File: config.mk
export PLATFORM = sky130hd
export DESIGN_NAME = ysyx_23060236_trap_sequencer
export DESIGN_NICKNAME = d
export VERILOG_FILES = /design/src/rtl/ysyx_23060236_trap_sequencer.sv
export SDC_FILE = /design/constraint.sdc
export NUM_CORES = 1
export LEC_CHECK = 0
export ABC_CLOCK_PERIOD_IN_PS = 7500
export CAP_MARGIN = 20
export CORE_MARGIN = 3
export CORE_UTILIZATION = 35
export CTS_BUF_LIST = sky130_fd_sc_hd__clkbuf_2
export CTS_CLUSTER_DIAMETER = 80
export DETAILED_ROUTE_END_ITERATION = 10
export PLACE_DENSITY = 0.79
export SLEW_MARGIN = 15
export SYNTH_ARGS = -nofsm -noshare
export SYNTH_HDL_FRONTEND = slang
export SYNTH_SLANG_ARGS = --single-unit
export TNS_END_PERCENT = 10
File: constraint.sdc
create_clock -name clock -period 7.5 [get_ports clock]
set_clock_uncertainty 0.05 [all_clocks]
set_input_delay 1.5 -clock clock [delete_from_list [all_inputs] [get_ports clock]]
set_output_delay 1.5 -clock clock [all_outputs]
set_load 0.03 [all_outputs]
File: src/rtl/ysyx_23060236_trap_sequencer.sv
// ysyx_23060236_trap_sequencer: machine-mode trap entry / mret sequencer owning the CSR write port
// Writes mepc, mcause, mstatus one per cycle, then pulses a single fetch redirect.
module ysyx_23060236_trap_sequencer #(
    parameter logic VECTORED_EN = 1'b1
) (
    input  logic        clock,
    input  logic        reset,
    input  logic        commit_valid,
    output logic        commit_ready,
    input  logic [31:0] commit_pc,
    input  logic [31:0] commit_npc,
    input  logic        exc_valid,
    input  logic [5:0]  exc_cause,
    input  logic        mret_valid,
    input  logic        irq_ext,
    input  logic        irq_timer,
    input  logic [31:0] mstatus_in,
    input  logic [31:0] mtvec_in,
    input  logic [31:0] mepc_in,
    input  logic        inst_csr_wen,
    input  logic [11:0] inst_csr_addr,
    input  logic [31:0] inst_csr_wdata,
    output logic        inst_csr_ready,
    output logic        csr_wen,
    output logic [11:0] csr_waddr,
    output logic [31:0] csr_wdata,
    output logic        redirect_valid,
    output logic [31:0] redirect_pc,
    output logic        busy
);
    typedef enum logic [2:0] {IDLE, W_EPC, W_CAUSE, W_STAT, M_STAT, REDIR} state_t;
    state_t state, next;
    logic [31:0] epc, rpc_q, base, trap_pc, target;
    logic [6:0]  cause;
    logic        is_mret, take_exc, take_mret, irq_ok, take_ext, take_tmr, event_hit, accept;
    assign take_exc  = commit_valid & exc_valid;
    assign take_mret = commit_valid & ~exc_valid & mret_valid;
    assign irq_ok    = commit_valid & ~exc_valid & ~mret_valid & mstatus_in[3];
    assign take_ext  = irq_ok & irq_ext;
    assign take_tmr  = irq_ok & ~irq_ext & irq_timer;
    assign event_hit = take_exc | take_mret | take_ext | take_tmr;
    assign accept    = (state == IDLE) & event_hit;
    assign base      = {mtvec_in[31:2], 2'b00};
    assign trap_pc   = (VECTORED_EN && mtvec_in[1:0] == 2'b01 && cause[6]) ? base + {24'b0, cause[5:0], 2'b00} : base;
    assign target    = is_mret ? mepc_in : trap_pc;
    assign commit_ready   = state == IDLE;
    assign inst_csr_ready = (state == IDLE) & ~event_hit;
    assign busy           = state != IDLE;
    assign redirect_valid = state == REDIR;
    assign redirect_pc    = redirect_valid ? target : rpc_q;
    always_ff @(posedge clock) begin
        if (!reset) begin
            state   <= IDLE;
            epc     <= '0;
            cause   <= '0;
            is_mret <= 1'b0;
            rpc_q   <= '0;
        end else begin
            state <= next;
            if (accept) is_mret <= take_mret;
            if (accept && !take_mret) begin
                epc   <= take_exc ? commit_pc : commit_npc;
                cause <= take_exc ? {1'b0, exc_cause} : {1'b1, take_ext ? 6'd11 : 6'd7};
            end
            if (state == REDIR) rpc_q <= target;
        end
    end
    always_comb begin
        next      = state;
        csr_wen   = 1'b0;
        csr_waddr = 12'h000;
        csr_wdata = 32'h0;
        case (state)
            IDLE: begin
                csr_wen   = inst_csr_wen & ~accept;
                csr_waddr = inst_csr_addr;
                csr_wdata = inst_csr_wdata;
                next      = take_mret ? M_STAT : accept ? W_EPC : IDLE;
            end
            W_EPC: begin
                csr_wen   = 1'b1;
                csr_waddr = 12'h341;
                csr_wdata = epc;
                next      = W_CAUSE;
            end
            W_CAUSE: begin
                csr_wen   = 1'b1;
                csr_waddr = 12'h342;
                csr_wdata = {cause[6], 25'b0, cause[5:0]};
                next      = W_STAT;
            end
            // MPIE<=MIE, MIE<=0, MPP<=M
            W_STAT: begin
                csr_wen   = 1'b1;
                csr_waddr = 12'h300;
                csr_wdata = (mstatus_in & ~32'h0000_1888) | 32'h0000_1800 | {24'b0, mstatus_in[3], 7'b0};
                next      = REDIR;
            end
            // MIE<=MPIE, MPIE<=1, MPP<=M
            M_STAT: begin
                csr_wen   = 1'b1;
                csr_waddr = 12'h300;
                csr_wdata = (mstatus_in & ~32'h0000_1888) | 32'h0000_1880 | {28'b0, mstatus_in[7], 3'b0};
                next      = REDIR;
            end
            REDIR:   next = IDLE;
            default: next = IDLE;
        endcase
    end
endmodule

==> summary.txt, run 1 <==
Job
  – Maximum Capacitance Violations: 0

Floorplan
  – Initial core utilization: 36.1%
  – Die Wd: 132 um
  – Vertical extent of the die: 132 um
  – Total core area: 0.0154 mm^2
  – Die ar.: 0.0174 mm^2
  – Top-level I/O count: 299
  – Number of standard-cell rows in the floorplan: 45

STA
  – Final sum of negative setup slack: 0 ps
  – Period minus WS final: 6250 ps
  – Count of endpoints failing setup in the final report: 0
  – Share of the clock period used by the worst path: 83.4%
  – Slew headroom: 39.3%
  – Final Hold Viols: 0
  – Least-Margin Pin Slew: 910 ps
  – Highest achievable clock rate: 160 MHz
  – Unrepaired setup endpoints after global routing: false
  – Count of final max-slew check failures: 0

Routing
  – Number of nets with antenna violations after routing: 0
  – Via/cell ratio: 5.37
  – Via Count: 6700
  – Number of detailed-route iterations in the first pass: 5
  – DRT iter0 DRCs: 398
  – Routed WL: 22600 um
  – WL/cell: 18.1 um
  – Remaining DRCs: 0

Placed design
  – Count of buffers inserted at the top-level ports: 296
  – Sum of net half-perimeters after detailed placement: 17000 um
  – Final weighted congestion in routability-driven placement: 0.891

Clock network
  – Number of buffers inserted during clock tree synthesis: 9
  – Maximum clock path buffer count: 2
  – CTS tree: done
  – CTS root buf: sky130_fd_sc_hd__clkbuf_2
  – Number of hold buffers added after CTS: 0
  – Number of sinks driven by the clock tree: 75
  – Post-CTS setup buffers: 0
  – Clock H-tree levels: 3
  – Clock latency of the later-clocked register in the worst-skew pair: 580 ps
  – Post-cts sizing count: 0
  – Clock-pin slew on the worst setup and hold paths: 220 ps

Worst setup path
  – Worst endpoint data arrival time: 4700 ps
  – Setup crit start: mtvec_in[2]
  – Req. time, crit path: 5950 ps
  – Category of the worst setup path launch point: input port
  – Type of the setup path with the least slack: in2out
  – Critical Path End Type: output pin
  – Worst Path Max Fanout: 11
  – Worst reg2reg startpoint: state[0]$_SDFF_PN0_

Logic synthesis
  – Cell variety after synth: 71
  – Sequential fraction of the synthesis area: 27.1%
  – Area fraction of the dominant cell type after synthesis: 27.1%
  – Synthesis Warnings: 0
  – Syn Nets: 998
  – Cell accounting for the most synthesized area: sky130_fd_sc_hd__dfxtp_1
  – Synthesized cell area: 0.00554 mm^2
  – Number of synthesized flops with an enable pin: 0
  – Post-synthesis cell count: 773
  – Total of flip-flops plus latches after synthesis: 75
  – Main flop type after synthesis: sky130_fd_sc_hd__dfxtp_1
  – Mean cell area of the mapped netlist: 7.17 um^2
  – Leading post-synthesis cells by cell area: sky130_fd_sc_hd__dfxtp_1 27%, sky130_fd_sc_hd__nand2_1 7.3%, sky130_fd_sc_hd__nor2_1 6.4%
  – Post-synth ARST share: 0%

Power and ir drop
  – Worst voltage drop across the vdd grid: 0.000152 V
  – Sum of internal, switching and leakage power: 1.85 mW
  – Pwr dens: 211 mW/mm^2
  – Leak pwr: 3.25 nW

Cells and area
  – Share of layout cells above drive strength 1: 6.29%
  – Number of nets in the final layout: 1253
  – Final cell utilization of the core: 57.0%
  – Area added between synthesis and finish: 58.1%
  – FILL cells: 1439

GRT
  – Number of antenna violations at the first check in global routing: 3
  – Via count of the first global-routing pass: 6394
  – Largest net degree at the start of global routing: 49
  – Gr usage total: 24.7%
  – First-pass GRT wire length: 34500 um
  – Overall overflow remaining after global route: 0

Outcome
  – Result of the run: complete, no violations

Hold path
  – Beginning of the worst hold path: rpc_q[9]$_SDFF_PN0_
  – Class of the most critical hold timing path: reg2reg
==> final cells by class <==
| cell class | count | area, um^2 | share of cell area, % |
|---|---|---|---|
| multi-input combinational | 619 | 3730 | 42.5 |
| timing repair buffer | 309 | 3070 | 35.1 |
| sequential | 75 | 1500 | 17.2 |
| tap | 211 | 264 | 3.01 |
| clock inverter | 7 | 91.3 | 1.04 |
| inverter | 14 | 52.6 | 0.600 |
| clock buffer | 9 | 45.0 | 0.514 |
| antenna | 3 | 7.51 | 0.0857 |
==> power by group <==
part / internal [mW] / total, mW / leakage, nW / switching, mW
combinational: 0.476 / 1.09 / 2.57 / 0.614
sequential: 0.452 / 0.490 / 0.613 / 0.0388
clock: 0.109 / 0.271 / 0.0736 / 0.163
==> worst max-delay path, cell delays in order <==
cell and delay [ps]:
sky130_fd_sc_hd__clkdlybuf4s50_1 440, sky130_fd_sc_hd__ha_1 250, sky130_fd_sc_hd__fa_1 410, sky130_fd_sc_hd__a21o_2 240, sky130_fd_sc_hd__a221oi_1 280, sky130_fd_sc_hd__buf_4 240
sky130_fd_sc_hd__nor4_2 80, sky130_fd_sc_hd__a31oi_1 180, sky130_fd_sc_hd__a41oi_1 80, sky130_fd_sc_hd__o21ai_0 250, sky130_fd_sc_hd__clkdlybuf4s50_1 730
==> cell families after synthesis <==
| group | synth area share (%) |
|---|---|
| buf+inv | 5.89 |
| simple gates | 31.4 |
| compound gates | 23.6 |
| mux | 7.33 |
| xor+xnor | 3.00 |
| fa+ha+maj | 1.72 |
| flops | 27.1 |
==> through the flow <==
stage	instances	setup slack, ps	hold WS (ps)	cell area [um^2]
6_report	1247	1250	426	8760
5_1_grt	1247	1050	459	8760
4_1_cts	1243	1280	427	8740
3_5_place_dp	1227	1280	403	8600
3_3_place_gp	1227	1310	398	8600
2_1_floorplan	773	2020	390	5540
==> sequential cells by signal, summed over array words and instances (netlist names) <==
name and cells:
cause 7, state 3, is_mret 1, rpc_q 32, epc 32
==> cell usage after synthesis, types with 3 or more instances <==
master / number
sky130_fd_sc_hd__a211oi_1: 3
sky130_fd_sc_hd__buf_1: 6
sky130_fd_sc_hd__buf_2: 12
sky130_fd_sc_hd__o211ai_1: 5
sky130_fd_sc_hd__a31oi_1: 4
sky130_fd_sc_hd__nor2_1: 95
sky130_fd_sc_hd__nand3_1: 48
sky130_fd_sc_hd__a311oi_1: 33
sky130_fd_sc_hd__nand2b_1: 3
sky130_fd_sc_hd__nand3b_1: 3
sky130_fd_sc_hd__nor3_1: 16
sky130_fd_sc_hd__dfxtp_1: 75
sky130_fd_sc_hd__nand2_1: 108
sky130_fd_sc_hd__inv_1: 13
sky130_fd_sc_hd__clkbuf_1: 44
sky130_fd_sc_hd__or3_4: 3
sky130_fd_sc_hd__ha_1: 6
sky130_fd_sc_hd__a21boi_0: 4
sky130_fd_sc_hd__and2_1: 30
sky130_fd_sc_hd__or3_1: 4
sky130_fd_sc_hd__nor4_1: 8
sky130_fd_sc_hd__or2_2: 3
sky130_fd_sc_hd__xnor2_1: 13
sky130_fd_sc_hd__o2111ai_1: 3
sky130_fd_sc_hd__o21a_1: 5
sky130_fd_sc_hd__and3_1: 11
sky130_fd_sc_hd__o21ai_0: 53
sky130_fd_sc_hd__mux4_2: 6
sky130_fd_sc_hd__mux2i_1: 26
sky130_fd_sc_hd__a22oi_1: 3
sky130_fd_sc_hd__a21oi_1: 62
sky130_fd_sc_hd__o22ai_1: 7
sky130_fd_sc_hd__xor2_1: 6
sky130_fd_sc_hd__o31ai_1: 5
==> layout by cell type (no fill, tap or decap), types with 6 or more instances in the layout <==
cell / count
sky130_fd_sc_hd__a21oi_1: 62
sky130_fd_sc_hd__clkbuf_2: 9
sky130_fd_sc_hd__inv_1: 12
sky130_fd_sc_hd__nor3_1: 16
sky130_fd_sc_hd__nand2_1: 108
sky130_fd_sc_hd__nor4_1: 8
sky130_fd_sc_hd__nor2_1: 95
sky130_fd_sc_hd__xnor2_1: 13
sky130_fd_sc_hd__o22ai_1: 7
sky130_fd_sc_hd__o21ai_0: 53
sky130_fd_sc_hd__dfxtp_1: 73
sky130_fd_sc_hd__a311oi_1: 33
sky130_fd_sc_hd__buf_4: 12
sky130_fd_sc_hd__ha_1: 6
sky130_fd_sc_hd__mux4_2: 6
sky130_fd_sc_hd__and3_1: 11
sky130_fd_sc_hd__clkdlybuf4s50_1: 296
sky130_fd_sc_hd__and2_1: 30
sky130_fd_sc_hd__xor2_1: 6
sky130_fd_sc_hd__nand3_1: 48
sky130_fd_sc_hd__mux2i_1: 26
==> metal layers <==
metal | track usage [%] | up-vias | share of wire [%]
met5 | 0 | - | 0
met4 | 7.23 | 0 | 2.5
met3 | 8.74 | 30 | 9.4
met2 | 43.8 | 302 | 49
met1 | 28.1 | 3082 | 39
li1 | - | 3286 | -
==> path summary, 6_finish.rpt <==
path,end,slack [ps],depth (start not counted)
worst max-delay path,redirect_pc[28],1250,11
worst min register to register,rpc_q[9]$_SDFF_PN0_,430,2
worst max register to register,epc[2]$_SDFFE_PN0P_,4400,8
worst min-delay path,rpc_q[9]$_SDFF_PN0_,430,2
Power figures use the tool's default switching activity.
==> run 2, diff against run 1 <==
--- a/config.mk
+++ b/config.mk
@@ -5,14 +5,14 @@
 export SDC_FILE = /design/constraint.sdc
 export NUM_CORES = 1
 export LEC_CHECK = 0
-export ABC_CLOCK_PERIOD_IN_PS = 7500
+export ABC_CLOCK_PERIOD_IN_PS = 5300
 export CAP_MARGIN = 20
 export CORE_MARGIN = 3
 export CORE_UTILIZATION = 35
 export CTS_BUF_LIST = sky130_fd_sc_hd__clkbuf_2
 export CTS_CLUSTER_DIAMETER = 80
 export DETAILED_ROUTE_END_ITERATION = 10
-export PLACE_DENSITY = 0.79
+export PLACE_DENSITY = 0.82
 export SLEW_MARGIN = 15
 export SYNTH_ARGS = -nofsm -noshare
 export SYNTH_HDL_FRONTEND = slang
==> constraint.sdc (replaced) <==
create_clock -name clock -period 5.3 [get_ports clock]
set_clock_uncertainty 0.05 [all_clocks]
set_input_delay 1.06 -clock clock [delete_from_list [all_inputs] [get_ports clock]]
set_output_delay 1.06 -clock clock [all_outputs]
set_load 0.03 [all_outputs]
==> run 2 against run 1 <==
Against the previous run:
- wire length grew 1.7%
- via count fell by 0.15%
- register-to-register slack worse by 2400 ps
- first-iteration DRC count down 17%
- flip-flop and latch count unchanged
- total power grew 43%
- sequential share of layout area is essentially flat
- sequential power rose by 44%
- cell area increased by 0.24%
- setup slack worse by 990 ps
- final cell count hardly changed
- core utilization increased by 0.14 points
==> summary.txt, run 2 (synthesized netlist as in run 1, its figures left out) <==
Worst setup path
  – Worst Path Max Fanout: 3 (-8)
  – Cell repeated most along the worst path: sky130_fd_sc_hd__clkdlybuf4s50_1
  – Worst reg2reg startpoint: state[0]$_SDFF_PN0_
  – Req. time, crit path: 4190 ps (-1760 ps)
  – Endpoint of the lowest-slack register-to-register path: epc[29]$_SDFFE_PN0P_
  – Slowest library cell on the worst path: sky130_fd_sc_hd__clkdlybuf4s50_1
  – Critical Path End Type: output pin
  – Worst endpoint data arrival time: 3930 ps (-770 ps)
  – Worst path max stage delay: 760 ps (+30 ps)
  – Slack of the worst reg-to-reg path: 1960 ps (-2440 ps)
  – Type of the setup path with the least slack: in2out
  – Category of the worst setup path launch point: input port
  – Cell count of the worst reg-to-reg path: 8 (unchanged)
  – Worst-path cell chain: clkdlybuf4s50_1, ha_1, fa_1, a21o_2, a21oi_1, xor2_1, o211a_1, o31ai_1, clkdlybuf4s50_1

Clock network
  – Clock H-tree levels: 3 (unchanged)
  – Number of hold buffers added after CTS: 0 (unchanged)
  – Number of sinks driven by the clock tree: 75 (unchanged)
  – Post-cts sizing count: 0 (unchanged)
  – Post-CTS setup buffers: 0 (unchanged)
  – Number of buffers inserted during clock tree synthesis: 9 (unchanged)
  – Maximum clock path buffer count: 2 (unchanged)
  – Clock-pin slew on the worst setup and hold paths: 210 ps (about the same)
  – Clock latency of the later-clocked register in the worst-skew pair: 560 ps (-20 ps)
  – CTS tree: done
  – CTS root buf: sky130_fd_sc_hd__clkbuf_2

Power and ir drop
  – Sequential fraction of design power: 26.6% (about the same)
  – Leak pwr: 3.32 nW (+2.2%)
  – Clock network fraction of design power: 15.9% (+1.2 points)
  – Switching share of power: 43.0% (-1.0 points)
  – Relative contribution of combinational cells to total power: 57.5% (-1.4 points)
  – Cell internal power dissipation: 1.51 mW (+46%)
  – Worst voltage drop across the vdd grid: 0.000225 V (+48%)
  – Net Sw Power: 1.14 mW (+40%)
  – Pwr dens: 302 mW/mm^2 (+43%)

Floorplan
  – Total core area: 0.0154 mm^2 (unchanged)
  – Vertical extent of the die: 132 um (unchanged)
  – Die Wd: 132 um (unchanged)
  – Die ar.: 0.0174 mm^2 (unchanged)
  – Number of standard-cell rows in the floorplan: 45 (unchanged)
  – Initial core utilization: 36.1% (unchanged)
  – Top-level I/O count: 299 (unchanged)

Cells and area
  – Final cell utilization of the core: 57.2% (+0.14 points)
  – Most frequent standard cell in the layout excluding fill and tap cells: sky130_fd_sc_hd__clkdlybuf4s50_1
  – Number of nets in the final layout: 1255 (+0.16%)
  – Share of layout cells above drive strength 1: 8.32% (+2.0 points)
  – Cell area after layout: 0.00879 mm^2 (+0.24%)
  – Commonest non-fill, non-tap cells in the layout: 277 x sky130_fd_sc_hd__clkdlybuf4s50_1, 108 x sky130_fd_sc_hd__nand2_1, 95 x sky130_fd_sc_hd__nor2_1, 73 x sky130_fd_sc_hd__dfxtp_1, 62 x sky130_fd_sc_hd__a21oi_1
  – Largest registers in the final layout: epc (32), rpc_q (32), cause (7)
  – Area added between synthesis and finish: 58.5%

Routing
  – WL/cell: 18.4 um (+1.6%)
  – Routed WL: 22900 um (+1.7%)
  – DRT iter0 DRCs: 330 (-17%)
  – Number of detailed-route iterations in the first pass: 4 (-1)
  – Via/cell ratio: 5.36 (-0.23%)
  – Remaining DRCs: 0 (unchanged)
  – Number of nets with antenna violations after routing: 0 (unchanged)
  – Via Count: 6690 (-0.15%)

STA
  – Least-Margin Pin Slew: 939 ps (+29.1 ps)
  – Count of final max-slew check failures: 0 (unchanged)
  – Highest achievable clock rate: 198 MHz
  – Share of the clock period used by the worst path: 95.1%
  – Final-layout worst hold slack: 433 ps (+6.44 ps)
  – Slew headroom: 37.2% (-2.1 points)
  – Unrepaired setup endpoints after global routing: false
  – Setup slack of the critical path after layout: 261 ps (-985 ps)
  – Final sum of negative setup slack: 0 ps (unchanged)
  – Count of endpoints failing setup in the final report: 0 (unchanged)
  – Final Hold Viols: 0 (unchanged)
  – Period minus WS final: 5040 ps

Outcome
  – Result of the run: complete, no violations

GRT
  – Overall overflow remaining after global route: 0 (unchanged)
  – Number of antenna violations at the first check in global routing: 3 (unchanged)
  – Via count of the first global-routing pass: 6590 (+3.1%)
  – Gr usage total: 25.3% (+0.52 points)
  – First-pass GRT wire length: 35500 um (+2.9%)
  – Largest net degree at the start of global routing: 49 (unchanged)

Placed design
  – Count of buffers inserted at the top-level ports: 296 (unchanged)
  – Sum of net half-perimeters after detailed placement: 17600 um (+3.4%)
  – Final weighted congestion in routability-driven placement: 0.918 (+3.1%)
  – Post-Place Cell Area: 0.00863 mm^2 (+0.29%)
  – Dpl ws: 249 ps (-1030 ps)

Hold path
  – Number of instances on the worst hold path: 2 (unchanged)
  – Beginning of the worst hold path: rpc_q[9]$_SDFF_PN0_
  – Class of the most critical hold timing path: reg2reg
  – Capture endpoint of the worst hold path: rpc_q[9]$_SDFF_PN0_

Job
  – Maximum Capacitance Violations: 0 (unchanged)
## run 2: cell type report
cell class | instances | area, um^2
inverter | 14 | 52.6
multi-input combinational | 619 | 3730
antenna | 3 | 7.51
tap | 211 | 264
fill | 1454 | 6590
clock inverter | 5 | 103
sequential | 75 | 1500
timing repair buffer | 311 | 3080
clock buffer | 10 | 50.0
## run 2: routing by layer
| metal | GRT usage, % | part of all wire [%] |
|---|---|---|
| met5 | 0 | 0 |
| met4 | 9.04 | 2.9 |
| met3 | 7.56 | 8.5 |
| met2 | 45.2 | 50 |
| met1 | 28.5 | 39 |
## run 2: power groups by stage
stage | registers (mW) | logic, mW | clock network [mW]
3_3_place_gp | 0.715 | 1.51 | 0
6_report | 0.704 | 1.52 | 0.422
3_5_place_dp | 0.718 | 1.52 | 0
4_1_cts | 0.706 | 1.53 | 0.433
5_1_grt | 0.716 | 1.64 | 0.456
2_1_floorplan | 0.677 | 0.922 | 0
## run 2: worst max path at each step
stage                            from              end  slack (ps)  cells past startpoint
after floorplan           mtvec_in[2]  redirect_pc[28]         700                      9
after global placement    mtvec_in[2]   redirect_pc[6]         350                      9
after detailed placement  mtvec_in[2]   redirect_pc[6]         250                      9
after CTS                 mtvec_in[2]   redirect_pc[6]         240                      9
after global routing      mtvec_in[4]   redirect_pc[5]         130                      8
final                     mtvec_in[2]   redirect_pc[6]         260                      9
## run 2: critical path: cells and delay by family
family | cells | cell delay [ps]
buf+inv | 2 | 1190
compound gates | 4 | 930
fa+ha+maj | 2 | 660
xor+xnor | 1 | 90
## run 2: stage by stage
stage | power (mW) | std cells
after floorplan | 1.60 | 773
after global placement | 2.23 | 1230
after detailed placement | 2.24 | 1230
after CTS | 2.67 | 1245
after global routing | 2.81 | 1248
final | 2.65 | 1248
==> run 3, diff against run 2 <==
--- a/config.mk
+++ b/config.mk
@@ -5,7 +5,7 @@
 export SDC_FILE = /design/constraint.sdc
 export NUM_CORES = 1
 export LEC_CHECK = 0
-export ABC_CLOCK_PERIOD_IN_PS = 5300
+export ABC_CLOCK_PERIOD_IN_PS = 4290
 export CAP_MARGIN = 20
 export CORE_MARGIN = 3
 export CORE_UTILIZATION = 35
==> constraint.sdc (replaced) <==
create_clock -name clock -period 4.29 [get_ports clock]
set_clock_uncertainty 0.05 [all_clocks]
set_input_delay 0.858 -clock clock [delete_from_list [all_inputs] [get_ports clock]]
set_output_delay 0.858 -clock clock [all_outputs]
set_load 0.03 [all_outputs]
==> run 3 against run 2 <==
Against the previous run:
- setup slack worse by 200 ps
- die area stayed put
- sequential power is 27% higher
- via count is 2.4% higher
- register-to-register slack worse by 260 ps
- wire length is 2.3% higher
- clock power is 0.9% higher
- cell area is 2.0% higher
- first-iteration DRC count is 31% higher
- final cell count is 1.4% higher
- global-route usage is 0.66 points higher
- total power is 22% higher
- largest cell class unchanged
- largest power group unchanged
==> summary.txt, run 3 (synthesized netlist as in run 1, its figures left out) <==
Routing
  – Routed WL: 23500 um (+2.3%)
  – Number of nets with antenna violations after routing: 0 (unchanged)
  – Number of detailed-route iterations in the first pass: 6 (+2)
  – WL/cell: 18.6 um (+0.89%)
  – Via/cell ratio: 5.41 (+0.92%)
  – Via Count: 6849 (+2.4%)
  – DRT iter0 DRCs: 433 (+31%)
  – Remaining DRCs: 0 (unchanged)

Cells and area
  – Number of nets in the final layout: 1271 (+1.3%)
  – Commonest non-fill, non-tap cells in the layout: 262 x sky130_fd_sc_hd__clkdlybuf4s50_1, 108 x sky130_fd_sc_hd__nand2_1, 95 x sky130_fd_sc_hd__nor2_1, 73 x sky130_fd_sc_hd__dfxtp_1, 61 x sky130_fd_sc_hd__a21oi_1
  – Largest registers in the final layout: epc (32), rpc_q (32), cause (7)
  – Share of layout cells above drive strength 1: 11.9% (+3.6 points)
  – FILL cells: 1411 (-3.0%)
  – Most frequent standard cell in the layout excluding fill and tap cells: sky130_fd_sc_hd__clkdlybuf4s50_1
  – Area added between synthesis and finish: 61.7%

Worst setup path
  – Crit path depth: 11 (+2)
  – Req. time, crit path: 3380 ps (-810 ps)
  – Worst reg2reg startpoint: state[0]$_SDFF_PN0_
  – Worst path max stage delay: 430 ps (-330 ps)
  – Worst-path cell chain: clkdlybuf4s50_1, ha_2, fa_2, a21o_2, a221oi_2, buf_4, buf_4, nor4_1, xnor2_1, o22ai_2, buf_12
  – Cell repeated most along the worst path: sky130_fd_sc_hd__buf_4
  – Largest delay share family, worst path: buffers and inverters
  – Critical Path End: redirect_pc[20]
  – Critical Path End Type: output pin
  – Cell count of the worst reg-to-reg path: 8 (unchanged)
  – Setup crit start: mtvec_in[2]
  – Sum of buffers and inverters on the critical path: 4 (+2)
  – Worst endpoint data arrival time: 3330 ps (-600 ps)
  – Slack of the worst reg-to-reg path: 1700 ps (-260 ps)
  – Worst Path Max Fanout: 5 (+2)
  – Type of the setup path with the least slack: in2out
  – Category of the worst setup path launch point: input port
  – Slowest library cell on the worst path: sky130_fd_sc_hd__clkdlybuf4s50_1
  – Endpoint of the lowest-slack register-to-register path: epc[18]$_SDFFE_PN0P_

STA
  – Period minus WS final: 4230 ps
  – Highest achievable clock rate: 236 MHz
  – Final-layout worst hold slack: 437 ps (+4.31 ps)
  – Least-Margin Pin Slew: 899 ps (-40.5 ps)
  – Count of endpoints failing setup in the final report: 0 (unchanged)
  – Slew headroom: 40.0% (+2.8 points)
  – Share of the clock period used by the worst path: 98.7%
  – Final Hold Viols: 0 (unchanged)
  – Count of final max-slew check failures: 0 (unchanged)
  – Unrepaired setup endpoints after global routing: true

Floorplan
  – Vertical extent of the die: 132 um (unchanged)
  – Total core area: 0.0154 mm^2 (unchanged)
  – Initial core utilization: 36.1% (unchanged)
  – Die Wd: 132 um (unchanged)
  – Top-level I/O count: 299 (unchanged)
  – Number of standard-cell rows in the floorplan: 45 (unchanged)
  – Die ar.: 0.0174 mm^2 (unchanged)

Hold path
  – Class of the most critical hold timing path: reg2reg
  – Beginning of the worst hold path: rpc_q[0]$_SDFF_PN0_

Placed design
  – Final weighted congestion in routability-driven placement: 0.898 (-2.1%)
  – Sum of net half-perimeters after detailed placement: 17800 um (+0.96%)
  – Count of buffers inserted at the top-level ports: 296 (unchanged)

Power and ir drop
  – Sum of internal, switching and leakage power: 3.24 mW (+22%)
  – Worst voltage drop across the vdd grid: 0.000239 V (+6.1%)
  – Pwr dens: 361 mW/mm^2 (+20%)
  – Leak pwr: 3.44 nW (+3.3%)

Clock network
  – Maximum clock path buffer count: 2 (unchanged)
  – Number of sinks driven by the clock tree: 75 (unchanged)
  – CTS root buf: sky130_fd_sc_hd__clkbuf_2
  – Clock H-tree levels: 3 (unchanged)
  – Clock latency of the later-clocked register in the worst-skew pair: 580 ps (+20 ps)
  – CTS tree: done
  – Number of hold buffers added after CTS: 0 (unchanged)
  – Clock-pin slew on the worst setup and hold paths: 220 ps (about the same)
  – Number of buffers inserted during clock tree synthesis: 9 (unchanged)

GRT
  – Met1 track demand over resource: 29.0% (+0.51 points)
  – First-pass GRT wire length: 36200 um (+2.0%)
  – Gr usage total: 25.9% (+0.66 points)
  – Largest net degree at the start of global routing: 70 (+43%)
  – Number of antenna violations at the first check in global routing: 5 (+2)
  – Met2 Resource Use GR: 45.1% (-0.057 points)
  – GR Util met3: 9.20% (+1.6 points)
  – Most used routing layer in global routing: met2
  – Via count of the first global-routing pass: 6727 (+2.1%)
  – Overall overflow remaining after global route: 0 (unchanged)

Outcome
  – Result of the run: complete, no violations

Job
  – Maximum Capacitance Violations: 0 (unchanged)
==> run 3: cell types whose count changed in the layout (fill, tap and decap cells not counted), sizes merged <==
cell           change
inv                +1
buf               +31
bufinv             -2
clkbuf             -1
clkinvlp           +1
clkdlybuf4s50     -15
diode              +1
clkinv             +2
==> run 3: tightest hold or removal path, delay by kind of cell (launching register included) <==
kind / cells / cell delay [ps]
AO/OA/AOI/OAI: 1 / 60
flip-flops: 1 / 350
AND/OR/NAND/NOR: 1 / 60
==> run 3: layer usage <==
layer  vias to the layer above  wire, um  part of all wire [%]
li1                       3322         -                     -
met1                      3153      9050                    39
met2                       324     11400                    49
met3                        48      2160                   9.2
met4                         2       814                   3.5
met5                         -        13                 0.055
==> run 3: report_power, final <==
group	internal [mW]	switching (mW)
Sequential	0.791	0.104
Combinational	0.866	1.05
Clock	0.138	0.288
Total	1.79	1.44
==> run 3: stage by stage <==
step	worst slack (ps)	cell area [um^2]	std cells	setup TNS, ps	util [%]
after global routing	-67.2	8960	1266	-160	58.3
after global placement	-9.76	8750	1241	-9.76	56.9
after floorplan	91.5	5540	773	0	-
after CTS	25.4	8930	1262	0	58.1
after detailed placement	-72.1	8760	1242	-102	57.0
final	56.5	8960	1266	0	58.3
==> run 3: worst min-delay path by stage <==
stage	endpoint	slack, ps	depth (start not counted)
4_1_cts	rpc_q[11]$_SDFF_PN0_	440	2
5_1_grt	rpc_q[11]$_SDFF_PN0_	450	2
2_1_floorplan	rpc_q[0]$_SDFF_PN0_	390	2
3_5_place_dp	rpc_q[11]$_SDFF_PN0_	410	2
6_report	rpc_q[0]$_SDFF_PN0_	440	2
3_3_place_gp	rpc_q[22]$_SDFF_PN0_	400	2
==> run 3: cell type report <==
cell class	instances	area (um^2)	share of cell area, %
Antenna cell	4	10.0	0.112
Tap cell	211	264	2.95
Clock inverter	7	76.3	0.851
Timing Repair Buffer	327	3250	36.2
Inverter	14	52.6	0.586
Clock buffer	9	45.0	0.503
Multi-Input combinational cell	619	3760	42.0
Sequential cell	75	1510	16.8
==> run 3: repair_timing <==
action,in CTS,in global routing
endpoints found under the hold margin,0,0
setup buffers,4,0
gates resized for setup,9,7
setup endpoints to repair,4,14
pin swaps,3,4
